===== config.mk =====
export PLATFORM = sky130hd
export DESIGN_NAME = decode_stage
export DESIGN_NICKNAME = d
export VERILOG_FILES = /design/src/rtl/decode_stage.sv
export SDC_FILE = /design/constraint.sdc
export NUM_CORES = 1
export LEC_CHECK = 0
export BUFFER_PORTS_ARGS = -buffer_cell sky130_fd_sc_hd__buf_2
export CAP_MARGIN = 20
export CORE_UTILIZATION = 46
export CTS_CLUSTER_SIZE = 14
export DETAILED_ROUTE_END_ITERATION = 12
export GPL_TIMING_DRIVEN = 0
export HOLD_SLACK_MARGIN = 0.15
export PLACE_DENSITY = 0.84
export SYNTH_ARGS = -nofsm -noshare
export SYNTH_HDL_FRONTEND = slang
export SYNTH_SLANG_ARGS = --single-unit
export TNS_END_PERCENT = 30

===== constraint.sdc =====
create_clock -name clk -period 3.2 [get_ports clk]
set_input_delay 0 -clock clk [delete_from_list [all_inputs] [get_ports clk]]
set_output_delay 0 -clock clk [all_outputs]
set_load 0.02 [all_outputs]

===== src/rtl/decode_stage.sv =====
// Purpose: RV32I decode stage; drives the register-file read port and registers decoded fields for execute.
// Latency: 1 cycle from accept to o_ex_valid, aligned with the register file's 1-cycle read data.
// Backpressure: o_if_ready drops while execute stalls a full output slot or a RAW hazard is pending.
//
// Ports:
//   clk, rst                      - single clock, asynchronous active-high reset
//   i_if_valid/o_if_ready         - fetch handshake; i_if_instr, i_if_pc carry the instruction
//   o_rs_ren, o_rs1/2_raddr       - register file read request (addresses combinational from i_if_instr)
//   o_ex_valid/i_ex_ready         - execute handshake; o_ex_* are the registered decoded fields
//   i_wb_valid, i_wb_addr         - writeback retire, clears the scoreboard busy bit
//
// Build option: define DECODE_SCOREBOARD_EN to enable the busy scoreboard and RAW hazard stall.
// Without it the hazard is tied off and hazard avoidance is left to the surrounding pipeline.
module decode_stage #(
    parameter int XLEN = 32
) (
    input  logic            clk,
    input  logic            rst,
    input  logic            i_if_valid,
    output logic            o_if_ready,
    input  logic [31:0]     i_if_instr,
    input  logic [XLEN-1:0] i_if_pc,
    output logic            o_rs_ren,
    output logic [4:0]      o_rs1_raddr,
    output logic [4:0]      o_rs2_raddr,
    output logic            o_ex_valid,
    input  logic            i_ex_ready,
    output logic [XLEN-1:0] o_ex_pc,
    output logic [6:0]      o_ex_opcode,
    output logic [2:0]      o_ex_funct3,
    output logic [6:0]      o_ex_funct7,
    output logic [4:0]      o_ex_rd,
    output logic            o_ex_rd_we,
    output logic [XLEN-1:0] o_ex_imm,
    output logic            o_ex_illegal,
    input  logic            i_wb_valid,
    input  logic [4:0]      i_wb_addr
);

    localparam logic [6:0] OPC_LUI      = 7'b0110111;
    localparam logic [6:0] OPC_AUIPC    = 7'b0010111;
    localparam logic [6:0] OPC_JAL      = 7'b1101111;
    localparam logic [6:0] OPC_JALR     = 7'b1100111;
    localparam logic [6:0] OPC_BRANCH   = 7'b1100011;
    localparam logic [6:0] OPC_LOAD     = 7'b0000011;
    localparam logic [6:0] OPC_STORE    = 7'b0100011;
    localparam logic [6:0] OPC_OP_IMM   = 7'b0010011;
    localparam logic [6:0] OPC_OP       = 7'b0110011;
    localparam logic [6:0] OPC_MISC_MEM = 7'b0001111;
    localparam logic [6:0] OPC_SYSTEM   = 7'b1110011;

    // ------------------------------------------------------------------
    // Field extraction and immediate formats
    // ------------------------------------------------------------------
    logic [6:0] dec_opcode;
    logic [4:0] dec_rd;
    logic [2:0] dec_funct3;
    logic [4:0] dec_rs1;
    logic [4:0] dec_rs2;
    logic [6:0] dec_funct7;

    assign dec_opcode = i_if_instr[6:0];
    assign dec_rd     = i_if_instr[11:7];
    assign dec_funct3 = i_if_instr[14:12];
    assign dec_rs1    = i_if_instr[19:15];
    assign dec_rs2    = i_if_instr[24:20];
    assign dec_funct7 = i_if_instr[31:25];

    assign o_rs1_raddr = dec_rs1;
    assign o_rs2_raddr = dec_rs2;

    logic [XLEN-1:0] imm_i, imm_s, imm_b, imm_u, imm_j;

    assign imm_i = {{(XLEN-11){i_if_instr[31]}}, i_if_instr[30:20]};
    assign imm_s = {{(XLEN-11){i_if_instr[31]}}, i_if_instr[30:25], i_if_instr[11:7]};
    assign imm_b = {{(XLEN-12){i_if_instr[31]}}, i_if_instr[7], i_if_instr[30:25],
                    i_if_instr[11:8], 1'b0};
    assign imm_u = {{(XLEN-31){i_if_instr[31]}}, i_if_instr[30:12], 12'b0};
    assign imm_j = {{(XLEN-20){i_if_instr[31]}}, i_if_instr[19:12], i_if_instr[20],
                    i_if_instr[30:21], 1'b0};

    // ------------------------------------------------------------------
    // Opcode classification
    // ------------------------------------------------------------------
    logic            dec_legal;
    logic            rs1_used;
    logic            rs2_used;
    logic            rd_writes;
    logic [XLEN-1:0] dec_imm;
    logic            dec_rd_we;

    always_comb begin
        dec_legal = 1'b0;
        rs1_used  = 1'b0;
        rs2_used  = 1'b0;
        rd_writes = 1'b0;
        dec_imm   = '0;
        case (dec_opcode)
            OPC_LUI, OPC_AUIPC: begin
                dec_legal = 1'b1;
                rd_writes = 1'b1;
                dec_imm   = imm_u;
            end
            OPC_JAL: begin
                dec_legal = 1'b1;
                rd_writes = 1'b1;
                dec_imm   = imm_j;
            end
            OPC_JALR, OPC_LOAD, OPC_OP_IMM: begin
                dec_legal = 1'b1;
                rs1_used  = 1'b1;
                rd_writes = 1'b1;
                dec_imm   = imm_i;
            end
            OPC_BRANCH: begin
                dec_legal = 1'b1;
                rs1_used  = 1'b1;
                rs2_used  = 1'b1;
                dec_imm   = imm_b;
            end
            OPC_STORE: begin
                dec_legal = 1'b1;
                rs1_used  = 1'b1;
                rs2_used  = 1'b1;
                dec_imm   = imm_s;
            end
            OPC_OP: begin
                dec_legal = 1'b1;
                rs1_used  = 1'b1;
                rs2_used  = 1'b1;
                rd_writes = 1'b1;
            end
            OPC_MISC_MEM, OPC_SYSTEM: begin
                dec_legal = 1'b1;
            end
            default: begin
                dec_legal = 1'b0;
            end
        endcase
    end

    // x0 is never a real destination, so it must not set a busy bit either.
    assign dec_rd_we = rd_writes && (dec_rd != 5'd0);

    // ------------------------------------------------------------------
    // Handshake
    // ------------------------------------------------------------------
    logic hazard;
    logic accept;
    logic ex_valid_q, ex_valid_d;

    assign o_if_ready = (!ex_valid_q || i_ex_ready) && !hazard;
    assign accept     = i_if_valid && o_if_ready;
    assign o_rs_ren   = accept;

    // ------------------------------------------------------------------
    // Busy scoreboard
    // ------------------------------------------------------------------
`ifdef DECODE_SCOREBOARD_EN
    logic [31:0] busy_q, busy_d;

    always_comb begin
        busy_d = busy_q;
        if (i_wb_valid) begin
            busy_d[i_wb_addr] = 1'b0;
        end
        // Applied after the clear so a same-cycle set of the same register wins.
        if (accept && dec_rd_we) begin
            busy_d[dec_rd] = 1'b1;
        end
        busy_d[0] = 1'b0;
    end

    // Uses the registered bits: a register retiring this cycle is not yet
    // visible in the register file read, so it must still stall.
    assign hazard = i_if_valid && ((rs1_used && busy_q[dec_rs1]) ||
                                   (rs2_used && busy_q[dec_rs2]));

    always_ff @(posedge clk or posedge rst) begin
        if (rst) begin
            busy_q <= '0;
        end else begin
            busy_q <= busy_d;
        end
    end
`else
    logic unused_wb;

    assign hazard    = 1'b0;
    assign unused_wb = ^{i_wb_valid, i_wb_addr, rs1_used, rs2_used};
`endif

    // ------------------------------------------------------------------
    // Output register to execute
    // ------------------------------------------------------------------
    logic [XLEN-1:0] ex_pc_q, ex_pc_d;
    logic [6:0]      ex_opcode_q, ex_opcode_d;
    logic [2:0]      ex_funct3_q, ex_funct3_d;
    logic [6:0]      ex_funct7_q, ex_funct7_d;
    logic [4:0]      ex_rd_q, ex_rd_d;
    logic            ex_rd_we_q, ex_rd_we_d;
    logic [XLEN-1:0] ex_imm_q, ex_imm_d;
    logic            ex_illegal_q, ex_illegal_d;

    always_comb begin
        ex_valid_d   = ex_valid_q;
        ex_pc_d      = ex_pc_q;
        ex_opcode_d  = ex_opcode_q;
        ex_funct3_d  = ex_funct3_q;
        ex_funct7_d  = ex_funct7_q;
        ex_rd_d      = ex_rd_q;
        ex_rd_we_d   = ex_rd_we_q;
        ex_imm_d     = ex_imm_q;
        ex_illegal_d = ex_illegal_q;
        if (accept) begin
            ex_valid_d   = 1'b1;
            ex_pc_d      = i_if_pc;
            ex_opcode_d  = dec_opcode;
            ex_funct3_d  = dec_funct3;
            ex_funct7_d  = dec_funct7;
            ex_rd_d      = dec_rd;
            ex_rd_we_d   = dec_rd_we;
            ex_imm_d     = dec_imm;
            ex_illegal_d = !dec_legal;
        end else if (i_ex_ready) begin
            // Slot drained with nothing new behind it; fields keep their last value.
            ex_valid_d = 1'b0;
        end
    end

    always_ff @(posedge clk or posedge rst) begin
        if (rst) begin
            ex_valid_q   <= 1'b0;
            ex_pc_q      <= '0;
            ex_opcode_q  <= '0;
            ex_funct3_q  <= '0;
            ex_funct7_q  <= '0;
            ex_rd_q      <= '0;
            ex_rd_we_q   <= 1'b0;
            ex_imm_q     <= '0;
            ex_illegal_q <= 1'b0;
        end else begin
            ex_valid_q   <= ex_valid_d;
            ex_pc_q      <= ex_pc_d;
            ex_opcode_q  <= ex_opcode_d;
            ex_funct3_q  <= ex_funct3_d;
            ex_funct7_q  <= ex_funct7_d;
            ex_rd_q      <= ex_rd_d;
            ex_rd_we_q   <= ex_rd_we_d;
            ex_imm_q     <= ex_imm_d;
            ex_illegal_q <= ex_illegal_d;
        end
    end

    assign o_ex_valid   = ex_valid_q;
    assign o_ex_pc      = ex_pc_q;
    assign o_ex_opcode  = ex_opcode_q;
    assign o_ex_funct3  = ex_funct3_q;
    assign o_ex_funct7  = ex_funct7_q;
    assign o_ex_rd      = ex_rd_q;
    assign o_ex_rd_we   = ex_rd_we_q;
    assign o_ex_imm     = ex_imm_q;
    assign o_ex_illegal = ex_illegal_q;

endmodule


; Word level (Yosys, flattened, before mapping)
; Cells that the tools add are included.
[totals]
elab_cells = 36
inputBits = 74
output_inout_bits = 101
regBits = 89
[classes]
n_reduce_logical = 11
n_eq_ne = 11
muxes = 5
[ops]
columns = op, n
row1 = 32-bit one-hot mux with 5 select lines, 1
row2 = 7-bit == test (second input constant), 4
row3 = 7-bit by 6-bit == test with 1-bit output (second input constant), 3
row4 = 7-bit by 5-bit == test with 1-bit output (second input constant), 2
row5 = 11-bit OR reduction, 1
row6 = 7-bit by 2-bit == test with 1-bit output (second input constant), 1
row7 = 7-bit by 4-bit == test with 1-bit output (second input constant), 1
row8 = 7-bit OR reduction, 1
row9 = 5-bit nonzero test, 1
row10 = 1-bit 2-to-1 mux, 4
row11 = 3-bit OR reduction, 1
row12 = 1-bit logical AND, 2
row13 = 1-bit zero test, 2
row14 = 2-bit nonzero test, 1
row15 = 2-bit OR reduction, 1
row16 = 1-bit logical OR, 1

; Depth between registers and ports, before layout
[depth]
depth_word = 4
mapped_depth = 8
depth_no_buf = 6

; Worst setup path before layout
; No wires, ideal clock.
[synth_path]
kind = reg2reg
startpoint = register ex_valid_q, in the netlist o_ex_valid
endpoint = register ex_opcode_q[0], in the netlist o_ex_opcode[0]
path_slack_ps = 1468
path_buffers = 2
stages_incl_launch_ff = 8
setup_time_ps = 65
required_time_ps = 3135
synth_period_minus_slack_ps = 1732
arrival_time_ps = 1667
path_cell_list = dfrtp_1 -> nand2b_1 -> nand2_1 -> inv_1 -> clkbuf_1 -> clkbuf_1 -> nand2_1 -> nand2_1
[synth_via]
elab_chain_len = 3
[synth_lines]
columns = item, line
row1 = from (decl), 150  ; logic ex_valid_q, ex_valid_d;
row2 = from (signal assigned), 243  ; ex_valid_q <= ex_valid_d;
row3 = 1-bit zero test, 152  ; assign o_if_ready = (!ex_valid_q || i_ex_ready) && !hazard;
row4 = 1-bit logical OR, 152
row5 = net o_if_ready, 20  ; output logic o_if_ready,
row6 = 1-bit logical AND, 153  ; assign accept = i_if_valid && o_if_ready;
row7 = to (signal assigned), 245  ; ex_opcode_q <= ex_opcode_d;
row8 = to (decl), 197  ; logic [6:0] ex_opcode_q, ex_opcode_d;
; The timed path passes the listed nets, and every way through them passes these cells.
; A chain may end at the register's enable or synchronous reset.

; Final worst setup path
[layout_path]
startpoint = register ex_valid_q, in the netlist o_ex_valid
endpoint = output o_rs_ren
[layout_via]
elab_chain_len = 3
[layout_lines]
columns = item, line
row1 = 1-bit zero test, 152
row2 = 1-bit logical OR, 152
row3 = 1-bit logical AND, 153
row4 = to (decl), 23  ; output logic o_rs_ren,
; No other way between the ends.

==> metrics.yaml <==
slowest_delay_ps: 410
viasPerCell: 5.103
reg2reg_from: "o_ex_valid"
critical_path.top_delay_family: "buffers and inverters"
finClkSkew_ps: 19.67
leakage_nw: 3.114
synth_edf_count: 0
drt_pass1_iterations: 4
fillers: 585
async_flop_share_pct: 100.0
slew_viol_final: 0
postRouteAntennaNets: 0
htree_levels: 3
cts_hold_buf: 68
maxCapViolations: 0
timing.final.ws_setup_ps: 1057
synthDominantCellAreaShare_pct: 59.49
worst_pin_slew_ps: 707.4
timing.critical_path.mode_cell: "buf_2"
synth_area_sq_um: 3744
cts_sinks: 89
row_count: 32
postLayoutCoreUtil_pct: 71.92
hold_class: "in -> reg"
die_area_sq_um: 8503
postPlaceCellArea_sq_um: 4737
grt_max_degree: 69
worstSetupPathType: "reg -> out"
gp_congestion: 0.8374
insertion_delay_ps: 360
numCtsBuffers: 9
layout-drive-gt1-share_pct: 31.45
post_synth_num_cell_types: 37
grt_use_total_pct: 29.88
syn_nets: 477
p_total_mw: 2.688
grt_pass1_vias: 3969
whs_ps: 372.4
cts_tree: "done"
dp_hpwl_mm: 7.532
grt_overflow: 0
multi_input_area_sq_um: 1299
antenna_found_initial: 0
yosysWarningCount: 0
die_w_um: 92.21
cp_max_fo: 10
io_pins: 175
finalWirelength_mm: 11.99
seq_area_sq_um: 2227
clk_path_buf_depth: 2
avgSynthCellArea_sq_um: 9.289
ys_seq_area_share_pct: 59.49
die_y_um: 92.21
final_hold_viol_count: 0
cpMaxStageDelayCell: "clkbuf_1"
slew_headroom_pct: 52.34
holdCritStartpoint: "i_if_pc[3]"
drtIter0Drc: 207
cp_cell_sequence: "nand2b_1 -> nand2_1 -> inv_1 -> clkbuf_1 -> buf_2 -> buf_2"
synth.area.top_cells: "dfrtp_1 59%, nand2_1 17%, a22o_1 3.7%"
diodes: 0
worstPathRequired_ps: 3200
min_period_ps: 2143
drc: 0
syn_inst: 403
rsz0062_at_grt: "false"
post-cts-setup-buffers: 0
design_area_sq_um: 5615
peakVddDrop_mv: 0.2779
vias: 3863
fin_crit_sh_pct: 66.96
fmaxAchievable_mhz: 466.7
design.core.area_sq_um: 7807
synthFlopType: "dfrtp_1"
cts_resized: 0
synth_common_cells: "169 x nand2_1, 89 x dfrtp_1, 22 x nand3_1"
pre_cts_ws_ps: 1228
critPathLaunchType: "flip-flop"
synth_seq_cells: 89
start_util_pct: 47.95
area_growth_pct: 50.00
crit_arrival_ps: 2140
nets: 724
clock-root-buffer: "clkbuf_8"
critPathCaptureType: "output pin"
grt_pass1_wl_mm: 19.34
yosys.area.top_type: "dfrtp_1"
power_density_nw_per_um2: 478.6
clkTransAtPathRegs_ps: 90
yosysMostFrequentCell: "nand2_1"
report.final.setup_viol: 0
path_buf_inv: 4
portBuffers: 167
wl_per_cell_um: 15.84
critical_path.startpoint: "o_ex_valid"
status: "complete, no violations"
==> power breakdown <==
part / total, mW / switching (mW) / internal, mW
combinational: 0.621 / 0.388 / 0.233
clock: 0.778 / 0.395 / 0.383
sequential: 1.29 / 0.0598 / 1.23
total: 2.69 / 0.843 / 1.84
==> per-stage QoR <==
step | instances | setup TNS (ps)
after global placement | 672 | -458.8
after CTS | 757 | 0
after detailed placement | 673 | 0
final | 757 | 0
after global routing | 757 | 0
after floorplan | 403 | 0
==> sequential cells by signal (all words and copies together) (netlist names) <==
signal,count
o_ex_funct3,3
o_ex_valid,1
o_ex_opcode,7
o_ex_rd_we,1
o_ex_illegal,1
o_ex_imm,32
o_ex_funct7,7
o_ex_pc,32
o_ex_rd,5
==> cells by family (layout without fill, tap and decap cells) <==
family                 Yosys count  in the layout  synth area share [%]
AOI/OAI and AO/OA               49             49                 9.592
buffers and inverters           44            296                 5.815
DFF                             89             89                 59.49
muxes                            1              1                0.3008
and+or+nand+nor                220            220                 24.80
==> layout by cell type, fill, tap and decap left out, types with 4 or more instances in the layout <==
cell type and instances:
clkbuf_1 15, buf_2 170, dfrtp_1 89, buf_4 11, nor2_1 11, clkbuf_8 10, nand2_1 169, a22o_1 16
nand3_1 22, a221oi_1 4, o21ai_0 18, buf_1 4, inv_1 11, dlygate4sd3_1 68
==> area by class of cell <==
| cell class | count | share of cell area (%) |
|---|---|---|
| repair buffers | 236 | 27.50 |
| plain buffers | 32 | 3.075 |
| inverters | 12 | 0.8467 |
| flip-flops and latches | 89 | 39.66 |
| well taps | 102 | 2.273 |
| clock inverters | 4 | 0.9358 |
| clock buffers | 12 | 2.585 |
| multi-input cells | 270 | 23.13 |
==> tightest hold or removal path: stages <==
cell           delay (ps)
dlygate4sd3_1         520
buf_2                  90
nand2_1                40
nand2_1                50
==> per-layer routing <==
layer	up-vias	share of wire, %	routed length, um	global-route usage, %
met5	-	0	0	0
met4	0	3.5	417	15.63
met3	39	6.6	795	6.219
met2	181	49	5869	50.44
met1	1846	41	4911	35.99
li1	1797	-	-	-
==> worst paths after layout <==
kind / slack, ps / depth (start not counted) / to
worst max-delay path: 1060 / 6 / o_rs_ren
worst min-delay path: 370 / 4 / o_ex_pc[3]
worst max register to register: 1140 / 7 / o_ex_pc[11]
worst min register to register: 480 / 2 / o_ex_pc[28]
max in group asynchronous: 1820 / 5 / o_ex_valid
min in group asynchronous: 740 / 4 / o_ex_pc[10]
Note: power is estimated with default switching activity, not from simulation.
